**src/rtl/d_reg_pipe_if.sv**
```systemverilog
// d_reg_pipe_if: bundles the data, valid, control and status signals of one
// d_reg_pipe instance. The master side drives data and controls. The slave
// side (the pipeline) drives the registered outputs.
interface d_reg_pipe_if #(
  parameter int WIDTH = 8,
  parameter int DEPTH = 4
) ();

  localparam int OCC_W = $clog2(DEPTH + 1);

  // upstream data and controls
  logic                   en;
  logic                   flush;
  logic [WIDTH-1:0]       d;
  logic                   d_valid;

  // registered pipeline status
  logic [WIDTH-1:0]       q;
  logic                   q_valid;
  logic [WIDTH*DEPTH-1:0] taps;
  logic [DEPTH-1:0]       tap_valid;
  logic [OCC_W-1:0]       occupancy;

  modport master (
    output en, flush, d, d_valid,
    input  q, q_valid, taps, tap_valid, occupancy
  );

  modport slave (
    input  en, flush, d, d_valid,
    output q, q_valid, taps, tap_valid, occupancy
  );

endinterface

```
**src/rtl/d_reg_pipe.sv**
```systemverilog
// d_reg_pipe: DEPTH-stage, WIDTH-bit stallable delay line. Each stage carries
// a valid bit, and a registered occupancy count tracks how many stages are valid.
// A synchronous reset or a flush loads RST_VAL into every stage and clears every
// valid bit. All state moves on one clock edge, chosen at elaboration by NEG_EDGE.
module d_reg_pipe #(
  parameter int               WIDTH    = 8,
  parameter int               DEPTH    = 4,
  parameter bit               NEG_EDGE = 1'b0,
  parameter logic [WIDTH-1:0] RST_VAL  = '0
) (
  input  logic          clk,
  input  logic          rst,
  d_reg_pipe_if.slave   bus
);

  localparam int OCC_W = $clog2(DEPTH + 1);

  typedef logic [WIDTH-1:0] word_t;

  // Reject degenerate geometries while the design is being built.
  if (DEPTH < 1 || WIDTH < 1) begin : g_bad_params
    $error("d_reg_pipe: DEPTH (%0d) and WIDTH (%0d) must both be >= 1", DEPTH, WIDTH);
  end

  word_t [DEPTH-1:0] data_q, data_d;
  logic  [DEPTH-1:0] valid_q, valid_d;
  logic  [OCC_W-1:0] occ_q, occ_d;

  // Next-state: flush clears, enable shifts one stage, otherwise hold.
  always_comb begin
    // NOTE: every _d signal is defaulted to its current value before any branch,
    // so no path can leave it unassigned and no latch is inferred.
    data_d  = data_q;
    valid_d = valid_q;
    occ_d   = occ_q;

    if (bus.flush) begin
      data_d  = {DEPTH{RST_VAL}};
      valid_d = '0;
      occ_d   = '0;
    end else if (bus.en) begin
      data_d[0]  = bus.d;
      valid_d[0] = bus.d_valid;
      for (int i = 1; i < DEPTH; i++) begin
        data_d[i]  = data_q[i-1];
        valid_d[i] = valid_q[i-1];
      end
      // One word may enter and one may leave on the same shift. The count only
      // moves when exactly one of the two happens.
      if (bus.d_valid && !valid_q[DEPTH-1]) begin
        occ_d = occ_q + 1'b1;
      end else if (!bus.d_valid && valid_q[DEPTH-1]) begin
        occ_d = occ_q - 1'b1;
      end
    end
  end

  // State registers. One of the two generate branches exists per instance, so
  // rising-edge and falling-edge clocking never mix.
  if (NEG_EDGE) begin : g_neg_edge
    // Falling-edge registers with synchronous reset.
    always_ff @(negedge clk) begin
      if (rst) begin
        // NOTE: the data stages are reset as well as the valids, because RST_VAL
        // is architecturally visible on q and taps right after reset.
        data_q  <= {DEPTH{RST_VAL}};
        valid_q <= '0;
        occ_q   <= '0;
      end else begin
        // NOTE: non-blocking assignments make every stage sample its
        // predecessor's pre-edge value, so the whole line shifts as one.
        data_q  <= data_d;
        valid_q <= valid_d;
        occ_q   <= occ_d;
      end
    end
  end else begin : g_pos_edge
    // Rising-edge registers with synchronous reset.
    always_ff @(posedge clk) begin
      if (rst) begin
        data_q  <= {DEPTH{RST_VAL}};
        valid_q <= '0;
        occ_q   <= '0;
      end else begin
        data_q  <= data_d;
        valid_q <= valid_d;
        occ_q   <= occ_d;
      end
    end
  end

  // Every output is a direct register view. No logic sits between a flop and a pin.
  assign bus.q         = data_q[DEPTH-1];
  assign bus.q_valid   = valid_q[DEPTH-1];
  assign bus.taps      = data_q;
  assign bus.tap_valid = valid_q;
  assign bus.occupancy = occ_q;

endmodule

```
**src/flat_wrapper.sv**
```systemverilog
// flat-port wrapper written by rule: the top's interface ports become plain ports
module d_reg_pipe_flat 
#(
  parameter int               WIDTH    = 8,
  parameter int               DEPTH    = 4,
  parameter bit               NEG_EDGE = 1'b0,
  parameter logic [WIDTH-1:0] RST_VAL  = '0
)
  (clk, rst, bus_en, bus_flush, bus_d, bus_d_valid, bus_q, bus_q_valid, bus_taps, bus_tap_valid, bus_occupancy);
  d_reg_pipe_if #(.WIDTH(WIDTH), .DEPTH(DEPTH)) bus_i ();
  input  logic clk;
  input  logic rst;
  input wire logic [$bits(bus_i.en)-1:0] bus_en;
  input wire logic [$bits(bus_i.flush)-1:0] bus_flush;
  input wire logic [$bits(bus_i.d)-1:0] bus_d;
  input wire logic [$bits(bus_i.d_valid)-1:0] bus_d_valid;
  output wire logic [$bits(bus_i.q)-1:0] bus_q;
  output wire logic [$bits(bus_i.q_valid)-1:0] bus_q_valid;
  output wire logic [$bits(bus_i.taps)-1:0] bus_taps;
  output wire logic [$bits(bus_i.tap_valid)-1:0] bus_tap_valid;
  output wire logic [$bits(bus_i.occupancy)-1:0] bus_occupancy;
  assign bus_i.en = bus_en;
  assign bus_i.flush = bus_flush;
  assign bus_i.d = bus_d;
  assign bus_i.d_valid = bus_d_valid;
  assign bus_q = bus_i.q;
  assign bus_q_valid = bus_i.q_valid;
  assign bus_taps = bus_i.taps;
  assign bus_tap_valid = bus_i.tap_valid;
  assign bus_occupancy = bus_i.occupancy;
  d_reg_pipe #(.WIDTH(WIDTH), .DEPTH(DEPTH), .NEG_EDGE(NEG_EDGE), .RST_VAL(RST_VAL)) u_core (.clk(clk), .rst(rst), .bus(bus_i));
endmodule
```
**config.mk**
```make
export PLATFORM = sky130hd
export DESIGN_NAME = d_reg_pipe_flat
export DESIGN_NICKNAME = d
export VERILOG_FILES = /design/src/rtl/d_reg_pipe_if.sv /design/src/rtl/d_reg_pipe.sv /design/src/flat_wrapper.sv
export SDC_FILE = /design/constraint.sdc
export NUM_CORES = 1
export LEC_CHECK = 0
export CORE_MARGIN = 5
export CORE_UTILIZATION = 42
export DETAILED_ROUTE_END_ITERATION = 6
export GPL_TIMING_DRIVEN = 0
export HOLD_SLACK_MARGIN = 0.1
export PLACE_DENSITY = 0.82
export SYNTH_ARGS = -nofsm -noshare
export SYNTH_HDL_FRONTEND = slang
export SYNTH_SLANG_ARGS = --single-unit
```
**constraint.sdc**
```tcl
create_clock -name clk -period 2.2 [get_ports clk]
set_clock_uncertainty 0.1 [all_clocks]
set_input_delay 0.44 -clock clk [delete_from_list [all_inputs] [get_ports clk]]
set_output_delay 0.44 -clock clk [all_outputs]
set_load 0.1 [all_outputs]
```
### Word level (Yosys, flattened, before mapping)

Cells that the tools add are included.

* flip-flop bits (word level): 39
* input port bits: 13
* output and inout bits: 48
* logic and storage cells: 17

* $add $sub $neg: 2
* mux-type cells: 2
* reduce and logical (&&, ||, !) cells: 7

Operators by type and width (number)
* two-way mux 3 bit: 2
* adder 3 x 1 -> 3 bit (second input constant): 1
* subtractor 3 x 1 -> 3 bit (second input constant): 1
* logical AND 1 bit: 2
* logical NOT 1 bit: 2
* AND reduction 2 bit: 1
* nonzero test 2 bit: 1
* OR reduction 2 bit: 1

### Logic depth before layout (Yosys ltp)

Gate-level depths: netlist (run 1).

* depth in word-level cells: 4
* mapped depth: 7
* mapped depth without buffers: 7

### Worst setup path before layout (run 1)

OpenSTA, ideal clock, no wires.

* path kind: register to register
* start point: register u_core.valid_q[3], in the netlist u_core.bus.tap_valid[3]
* end point: register u_core.occ_q[2], in the netlist u_core.bus.occupancy[2]
* library setup time: 121 ps
* arrival: 2012 ps
* required time: 1979 ps
* path slack: -33 ps
* stages on the path, launching flop included: 8
* buffers on the path: 0
* clock period less this slack: 2233 ps
* cells stage by stage: dfxtp_1 > inv_1 > ha_1 > inv_1 > fa_1 > xnor2_1 > nand2_1 > mux2_4

* longest elaborated chain between the ends: 4
* elaborated cells on any way between the ends: 6
* classes of those cells: mux (1); reduce/logical (5)

Ends and longest elaborated chain
* start: declaration: RTL line d_reg_pipe.sv:26 `logic [DEPTH-1:0] valid_q, valid_d;`
* start signal: assignment: RTL line d_reg_pipe.sv:86 `valid_q <= valid_d;`
* logical NOT 1 bit: RTL line d_reg_pipe.sv:50 `if (bus.d_valid && !valid_q[DEPTH-1]) begin`
* logical AND 1 bit: RTL line d_reg_pipe.sv:50
* nonzero test 2 bit (no source line)
* AND reduction 2 bit (no source line)
* end signal: assignment: RTL line d_reg_pipe.sv:83 `occ_q <= '0;`
* end signal: assignment: RTL line d_reg_pipe.sv:87 `occ_q <= occ_d;`
* end: declaration: RTL line d_reg_pipe.sv:27 `logic [OCC_W-1:0] occ_q, occ_d;`

Parallel ways exist; a longest one is shown, timed or not.
A chain may end at the register's enable or synchronous reset.

### Worst setup path after layout (run 1)

* start point: register u_core.data_q (netlist bit u_core.bus.taps[14])
* end point: output bus_taps[14]

RTL lines
* start: declaration: RTL line d_reg_pipe.sv:25 `word_t [DEPTH-1:0] data_q, data_d;`
* start signal: assignment: RTL line d_reg_pipe.sv:81 `data_q <= {DEPTH{RST_VAL}};`
* start signal: assignment: RTL line d_reg_pipe.sv:85 `data_q <= data_d;`
* end: declaration: RTL line flat_wrapper.sv:19 `output wire logic [$bits(bus_i.taps)-1:0] bus_taps;`

No word-level cell between the ends.

==> flow_summary_export.csv, run 1 <==
group,metric,value,unit
status,status,"finished clean",
timing,slew_viol_final,0,
synth,ys_warn_count,0,
synth,avgSynthCellArea,10.59,um^2
detailed_routing,via_per_inst,4.658,
worst_setup_path,crit_slowest_cell,"dlygate4sd2_1",
worst_setup_path,start_kind,"flip-flop",
global_routing,antenna_found_initial,0,
global_routing,grt_first_pass_wirelength,6072,um
detailed_routing,drtAntennaViolNets,0,
synth,netlist_area,1525,um^2
final_layout,final_nets,225,
pwr,swShare,0.2666,
run,maxCapViolations,0,
worst_setup_path,cp_max_fo,3,
worst_setup_path,timing.rr.end,"u_core.bus.occupancy[2]$_SDFFE_PP0P_",
final_layout,drive_above_1_share,0.1706,
synth,ys_seq_area_frac,0.5119,
timing,slew_headroom,0.3503,
timing,timing_hold_violations_final,0,
detailed_routing,wire_per_inst,13.96,um
detailed_routing,drt_wl_total,3589,um
pwr,p_int,0.9633,mW
pwr,p_leak,1.114,nW
worst_setup_path,crit_buf_inv,1,
global_routing,grt_max_degree,12,
die,io_pins,61,
pwr,seq_power_share,0.550,
detailed_routing,vias,1197,
synth,yosysUniqueCellTypes,16,
die,design.core.area,3416,um^2
placement,dp_hpwl,2703,um
die,start_util,0.4465,
pwr,power_density,609.6,nW/um^2
clock_tree,cts_root_buf,"clkbuf_4",
clock_tree,clkTransAtPathRegs,0.11,ns
timing,setup-violations-final,0,
worst_setup_path,worstReg2RegStart,"u_core.bus.tap_valid[3]$_SDFFE_PP0P_",
worst_setup_path,crit_family,"buffers and inverters",
global_routing,grt_pass1_vias,1280,
placement,portBuffers,59,
detailed_routing,route.detailed.drc,0,
synth,netlist_instances,144,
clock_tree,cts_made_buffers,5,
die,dieArea,4936,um^2
clock_tree,clk_latency,0.34,ns
worst_setup_path,arrival,1.60,ns
hold_path,hp-start,"bus_en",
die,row_count,21,
final_layout,antenna_cells,0,
timing,rsz0062_at_grt,"no",
worst_setup_path,startpoint,"u_core.bus.taps[14]$_SDFFE_PP0P_",
pwr,comb_power_share,0.132,
hold_path,min_to,"u_core.bus.taps[1]$_SDFFE_PP0P_",
timing,period_needed,2.136,ns
synth,syn_nets,159,
detailed_routing,drt_iter0_drc,51,
timing,fin_crit_sh,0.9707,
worst_setup_path,worstPathRequired,1.66,ns
clock_tree,cts_tree,"yes",
timing,setup-tns-final,0,ns
hold_path,hold_depth,3,
final_layout,layoutNonFillerInstCount,257,
synth,synth-seq-cells,39,
worst_setup_path,r2r_cells,7,
pwr,clkPwrFrac,0.318,
hold_path,min_path_type,"input pin to flip-flop",
detailed_routing,dr.pass1.iters,4,
clock_tree,clockBufferDepth,2,
clock_tree,hold_buffers,0,
final_layout,area.growth.synth_to_final,41.26,%
timing,worst_slew_pin_slew,0.9785,ns
clock_tree,post_cts_buffers,0,
worst_setup_path,crit_type,"flip-flop to output port",
die,die_w,70.26,um
die,die_y,70.26,um
placement,gp_congestion,0.7245,
worst_setup_path,path_cells,"dlygate4sd2_1",
placement,place_inst,249,
worst_setup_path,r2r_slack,0.47,ns
global_routing,grt-ovfl-total,0,
worst_setup_path,end_kind,"output port",
clock_tree,clkSinkCount,39,
clock_tree,htreeDepth,2,
timing,fmax,0.4683,GHz
pwr,vdd_drop_max,0.0004533,V
global_routing,grt_use_total,0.1523,
pwr,switchingPower,0.3501,mW
worst_setup_path,max_stage_delay,0.88,ns
[power groups by stage]
stage	sequential, mW	clock, mW	combinational [mW]
after floorplan	0.800	0	0.0660
after global placement	0.738	0	0.178
after detailed placement	0.739	0	0.181
after CTS	0.722	0.419	0.175
after global routing	0.724	0.457	0.184
final	0.722	0.418	0.174
[repair_timing]
item	in CTS	in global routing
resized for setup	56	14
hold endpoints to repair	0	0
setup endpoints to repair	48	12
cloned	0	0
pin swaps	0	0
[synth_stat cells]
| cell | n | share of area |
|---|---|---|
| nor2_1 | 40 | 0.098 |
| dfxtp_1 | 39 | 0.51 |
| mux2i_1 | 37 | 0.24 |
| buf_4 | 12 | 0.059 |
| inv_1 | 3 | 0.0074 |
| buf_6 | 2 | 0.015 |
| xnor2_1 | 2 | 0.011 |
| and2b_2 | 1 | 0.0057 |
| buf_2 | 1 | 0.0033 |
| clkbuf_1 | 1 | 0.0025 |
| clkbuf_4 | 1 | 0.0049 |
| fa_1 | 1 | 0.013 |
| ha_1 | 1 | 0.0082 |
| mux2_4 | 1 | 0.0098 |
| nand2_1 | 1 | 0.0025 |
| or2_0 | 1 | 0.0041 |
[cells in the final DEF (no fill, tap or decap)]
master and n:
nor2_1 40, dfxtp_1 38, mux2i_1 37, dlygate4sd2_1 35
buf_4 14, clkdlybuf4s50_1 11, clkbuf_2 8, clkbuf_4 6
inv_1 3, clkdlybuf4s15_1 3, buf_6 2, xnor2_1 2
clkbuf_1 2, clkbuf_8 2, or2_0 1, buf_2 1
and2b_2 1, nand2_1 1, mux2_4 1, fa_1 1
ha_1 1, dfxtp_2 1
[how the worst max path moves through the flow]
stage                                                end  slack (ns)  cells past startpoint
global placement    u_core.bus.occupancy[2]$_SDFFE_PP0P_       -0.08                      7
floorplan           u_core.bus.occupancy[2]$_SDFFE_PP0P_        0.18                      4
detailed placement  u_core.bus.occupancy[2]$_SDFFE_PP0P_       -0.09                      7
global route                            bus_tap_valid[0]       0.001                      1
CTS                                     bus_occupancy[0]       0.002                      1
finish                                      bus_taps[14]        0.06                      1
[final cells by class]
type                            count  area (um^2)
Fill cell                         317         1261
Sequential cell                    39        782.0
Multi-Input combinational cell     85        604.3
Timing Repair Buffer               59        501.7
Buffer                             17        128.9
Clock buffer                        8        68.82
Tap cell                           46        57.56
Inverter                            3        11.26
[worst register-to-register path: cells and delay by family (launching register included)]
| family | cells | cell delay (ns) |
|---|---|---|
| muxes | 1 | 0.29 |
| DFF | 1 | 0.35 |
| xor gates and xnor gates | 1 | 0.14 |
| adders and majority gates | 2 | 0.56 |
| buffers and inverters | 2 | 0.11 |
| and+or+nand+nor | 1 | 0.08 |
[per-layer routing]
metal	vias to the layer above	routed length, um	global-route usage
met2	42	1726	0.2599
met3	7	215	0.04304
met4	0	42	0.04468
met1	556	1604	0.1850
li1	592	-	-
met5	-	0	0
[kinds of logic after synthesis]
family	count (synthesis)	share of synthesized area
adder cells (fa/ha/maj)	2	0.02133
XOR/XNOR	2	0.01149
flip-flops	39	0.5119
AND/OR/NAND/NOR	43	0.1107
buffers and inverters	20	0.09188
multiplexers	38	0.2527
[sequential cells by signal, summed over array words and instances (netlist names)]
signal,count
u_core.bus.occupancy,3
u_core.bus.q,8
u_core.bus.tap_valid,4
u_core.bus.taps,24
[metrics by stage]
stage	setup WS, ns	total power [mW]	utilization	hold slack (ns)	instance area (um^2)
finish	0.06439	1.313	0.6308	0.3710	2155
global route	0.001002	1.365	0.6308	0.3634	2155
CTS	0.002238	1.317	0.6414	0.3678	2191
detailed placement	-0.08634	0.9194	0.6366	0.4117	2175
global placement	-0.08394	0.9158	0.6366	0.3949	2175
floorplan	0.1830	0.8660	-	0.4872	1526
Note: power is estimated with default switching activity, not from simulation.
==> run 2: changes to the inputs <==
CAP_MARGIN = 20   (was default)
GPL_ROUTABILITY_DRIVEN = 0   (was default)
==> results of run 2 <==
Same layout as run 1: the final DEF is identical, and so are final timing and power.
==> run 3: changes to the inputs <==
RECOVER_POWER = 100   (was default)
==> run 3 against run 2 <==
  * Wire length rose by 0.11%
  * Global-route usage did not move
  * Die area unchanged
  * Core utilization fell by 3.8 points
  * Combinational power shrank 4%
  * Sequential share of layout area grew 2.3 points
  * Final cell count stayed put
  * Via count fell by 0.67%
  * Sequential cell count is the same
  * Non-clock buffer count did not move
  * Final area shrank 6.0%
  * Critical path type unchanged
==> flow_summary_export.csv, run 3 (synthesized netlist as in run 1, its figures left out) <==
group,metric,value,unit
timing,slew_headroom,0.2139,
hold_path,min_path_type,"input pin to flip-flop",
detailed_routing,wl_met1,1584,um
global_routing,antenna_found_initial,0,
final_layout,antenna_cells,0,
worst_setup_path,max_stage_delay,0.87,ns
detailed_routing,routed.top_layer,"met4",
worst_setup_path,r2r_slack,0.46,ns
clock_tree,clkTransAtPathRegs,0.13,ns
timing,setup-tns-final,0,ns
pwr,power_density,648.0,nW/um^2
detailed_routing,vias,1189,
detailed_routing,wire_per_inst,13.98,um
clock_tree,post_cts_buffers,0,
final_layout,area.growth.synth_to_final,32.73,%
final_layout,final_common_cell,"nor2_1",
timing,period_needed,2.156,ns
final_layout,drive_above_1_share,0.1517,
timing,worst_slew_pin_slew,1.184,ns
worst_setup_path,crit_buf_inv,1,
die,die_y,70.26,um
hold_path,min_to,"u_core.bus.taps[1]$_SDFFE_PP0P_",
worst_setup_path,worstPathRequired,1.66,ns
run,maxCapViolations,0,
placement,portBuffers,59,
detailed_routing,drt_wl_total,3593,um
worst_setup_path,path_cells,"dlygate4sd2_1",
die,start_util,0.4465,
detailed_routing,via_per_inst,4.626,
global_routing,grt_use_total,0.1523,
clock_tree,hold_buffers,0,
timing,slew_viol_final,0,
placement,dp_hpwl,2703,um
global_routing,grt_pass1_vias,1280,
worst_setup_path,start_kind,"flip-flop",
die,die_w,70.26,um
clock_tree,clkSinkCount,39,
worst_setup_path,arrival,1.62,ns
clock_tree,clockBufferDepth,2,
final_layout,final_nets,225,
worst_setup_path,cp_max_fo,4,
global_routing,grt_first_pass_wirelength,6072,um
clock_tree,clk_latency,0.34,ns
pwr,p_leak,0.9508,nW
final_layout,fin_util,0.5927,
worst_setup_path,worstReg2RegStart,"u_core.bus.tap_valid[3]$_SDFFE_PP0P_",
final_layout,nFillCells,342,
clock_tree,htreeDepth,2,
detailed_routing,drtAntennaViolNets,0,
final_layout,largest_reg_flops,24,
worst_setup_path,end_kind,"output port",
clock_tree,cts_root_buf,"clkbuf_4",
die,design.core.area,3416,um^2
die,row_count,21,
detailed_routing,met2RoutedLength,1721,um
die,io_pins,61,
worst_setup_path,crit_family,"buffers and inverters",
worst_setup_path,crit_type,"flip-flop to output port",
clock_tree,cts_made_buffers,5,
detailed_routing,wl_met3,245,um
hold_path,hold_depth,3,
worst_setup_path,crit_slowest_cell,"dlygate4sd2_1",
worst_setup_path,timing.rr.end,"u_core.bus.occupancy[2]$_SDFFE_PP0P_",
global_routing,grt-ovfl-total,0,
final_layout,seqCellArea,780.7,um^2
timing,setup-violations-final,0,
detailed_routing,drt_iter0_drc,53,
die,dieArea,4936,um^2
timing,fin_crit_sh,0.9801,
worst_setup_path,cp_num_cells,1,
status,status,"finished clean",
worst_setup_path,r2r_cells,7,
detailed_routing,route.detailed.drc,0,
timing,fmax,0.4638,GHz
pwr,vdd_drop_max,0.0004642,V
hold_path,hp-start,"bus_en",
final_layout,mostFrequentLayoutCells,"nor2_1 (40), dfxtp_1 (39), mux2i_1 (37)",
global_routing,grt_max_degree,12,
clock_tree,cts_tree,"yes",
detailed_routing,dr.pass1.iters,4,
final_layout,multi_input_area,600.6,um^2
timing,rsz0062_at_grt,"no",
timing,timing_hold_violations_final,0,
-- run 3: cell types whose count changed in the layout (fill, tap and decap cells not counted), sizes merged --
cell           before  now
dlygate4sd2        35   14
buf                17    6
clkbuf             18   50
clkdlybuf4s50      11    9
dlygate4sd3         0    2
-- run 3: power by group --
group	leakage, nW	internal, mW	switching [mW]	total [mW]
logic	0.597	0.0546	0.113	0.167
clock network	0.0386	0.188	0.234	0.422
registers	0.315	0.715	0.00758	0.722
total	0.951	0.958	0.354	1.31
-- run 3: what timing repair did --
item	4_1_cts	5_1_grt
resized for setup	56	14
endpoints found under the setup margin	48	12
gates cloned	0	0
-- run 3: cell type report --
class | count | area share
plain buffers | 17 | 0.05624
clock buffers | 8 | 0.03399
inverters | 3 | 0.005562
multi-input cells | 85 | 0.2967
flip-flops and latches | 39 | 0.3857
well taps | 46 | 0.02843
repair buffers | 59 | 0.1934
-- run 3: metrics by stage --
step	worst slack (ns)	instance area [um^2]	cells	hold WS, ns	power (mW)
6_report	0.04383	2024	257	0.3676	1.312
5_1_grt	0.001002	2024	257	0.3634	1.359
4_1_cts	0.002238	2191	257	0.3678	1.317
3_5_place_dp	-0.08634	2175	249	0.4117	0.9194
3_3_place_gp	-0.08394	2175	249	0.3949	0.9158
2_1_floorplan	0.1830	1526	144	0.4872	0.8660
-- run 3: how the worst max path moves through the flow --
stage	from	endpoint
after detailed placement	bus_d_valid	u_core.bus.occupancy[2]$_SDFFE_PP0P_
after CTS	u_core.bus.occupancy[0]$_SDFFE_PP0P_	bus_occupancy[0]
after global placement	bus_d_valid	u_core.bus.occupancy[2]$_SDFFE_PP0P_
final	u_core.bus.tap_valid[3]$_SDFFE_PP0P_	bus_q_valid
after global routing	u_core.bus.tap_valid[0]$_SDFFE_PP0P_	bus_tap_valid[0]
after floorplan	u_core.bus.occupancy[0]$_SDFFE_PP0P_	u_core.bus.occupancy[2]$_SDFFE_PP0P_
-- run 3: routing by layer --
metal / track usage / vias to the layer above
li1: - / 589
met4: 0.04468 / 0
met5: 0 / -
met3: 0.04304 / 7
met1: 0.1850 / 548
met2: 0.2599 / 45
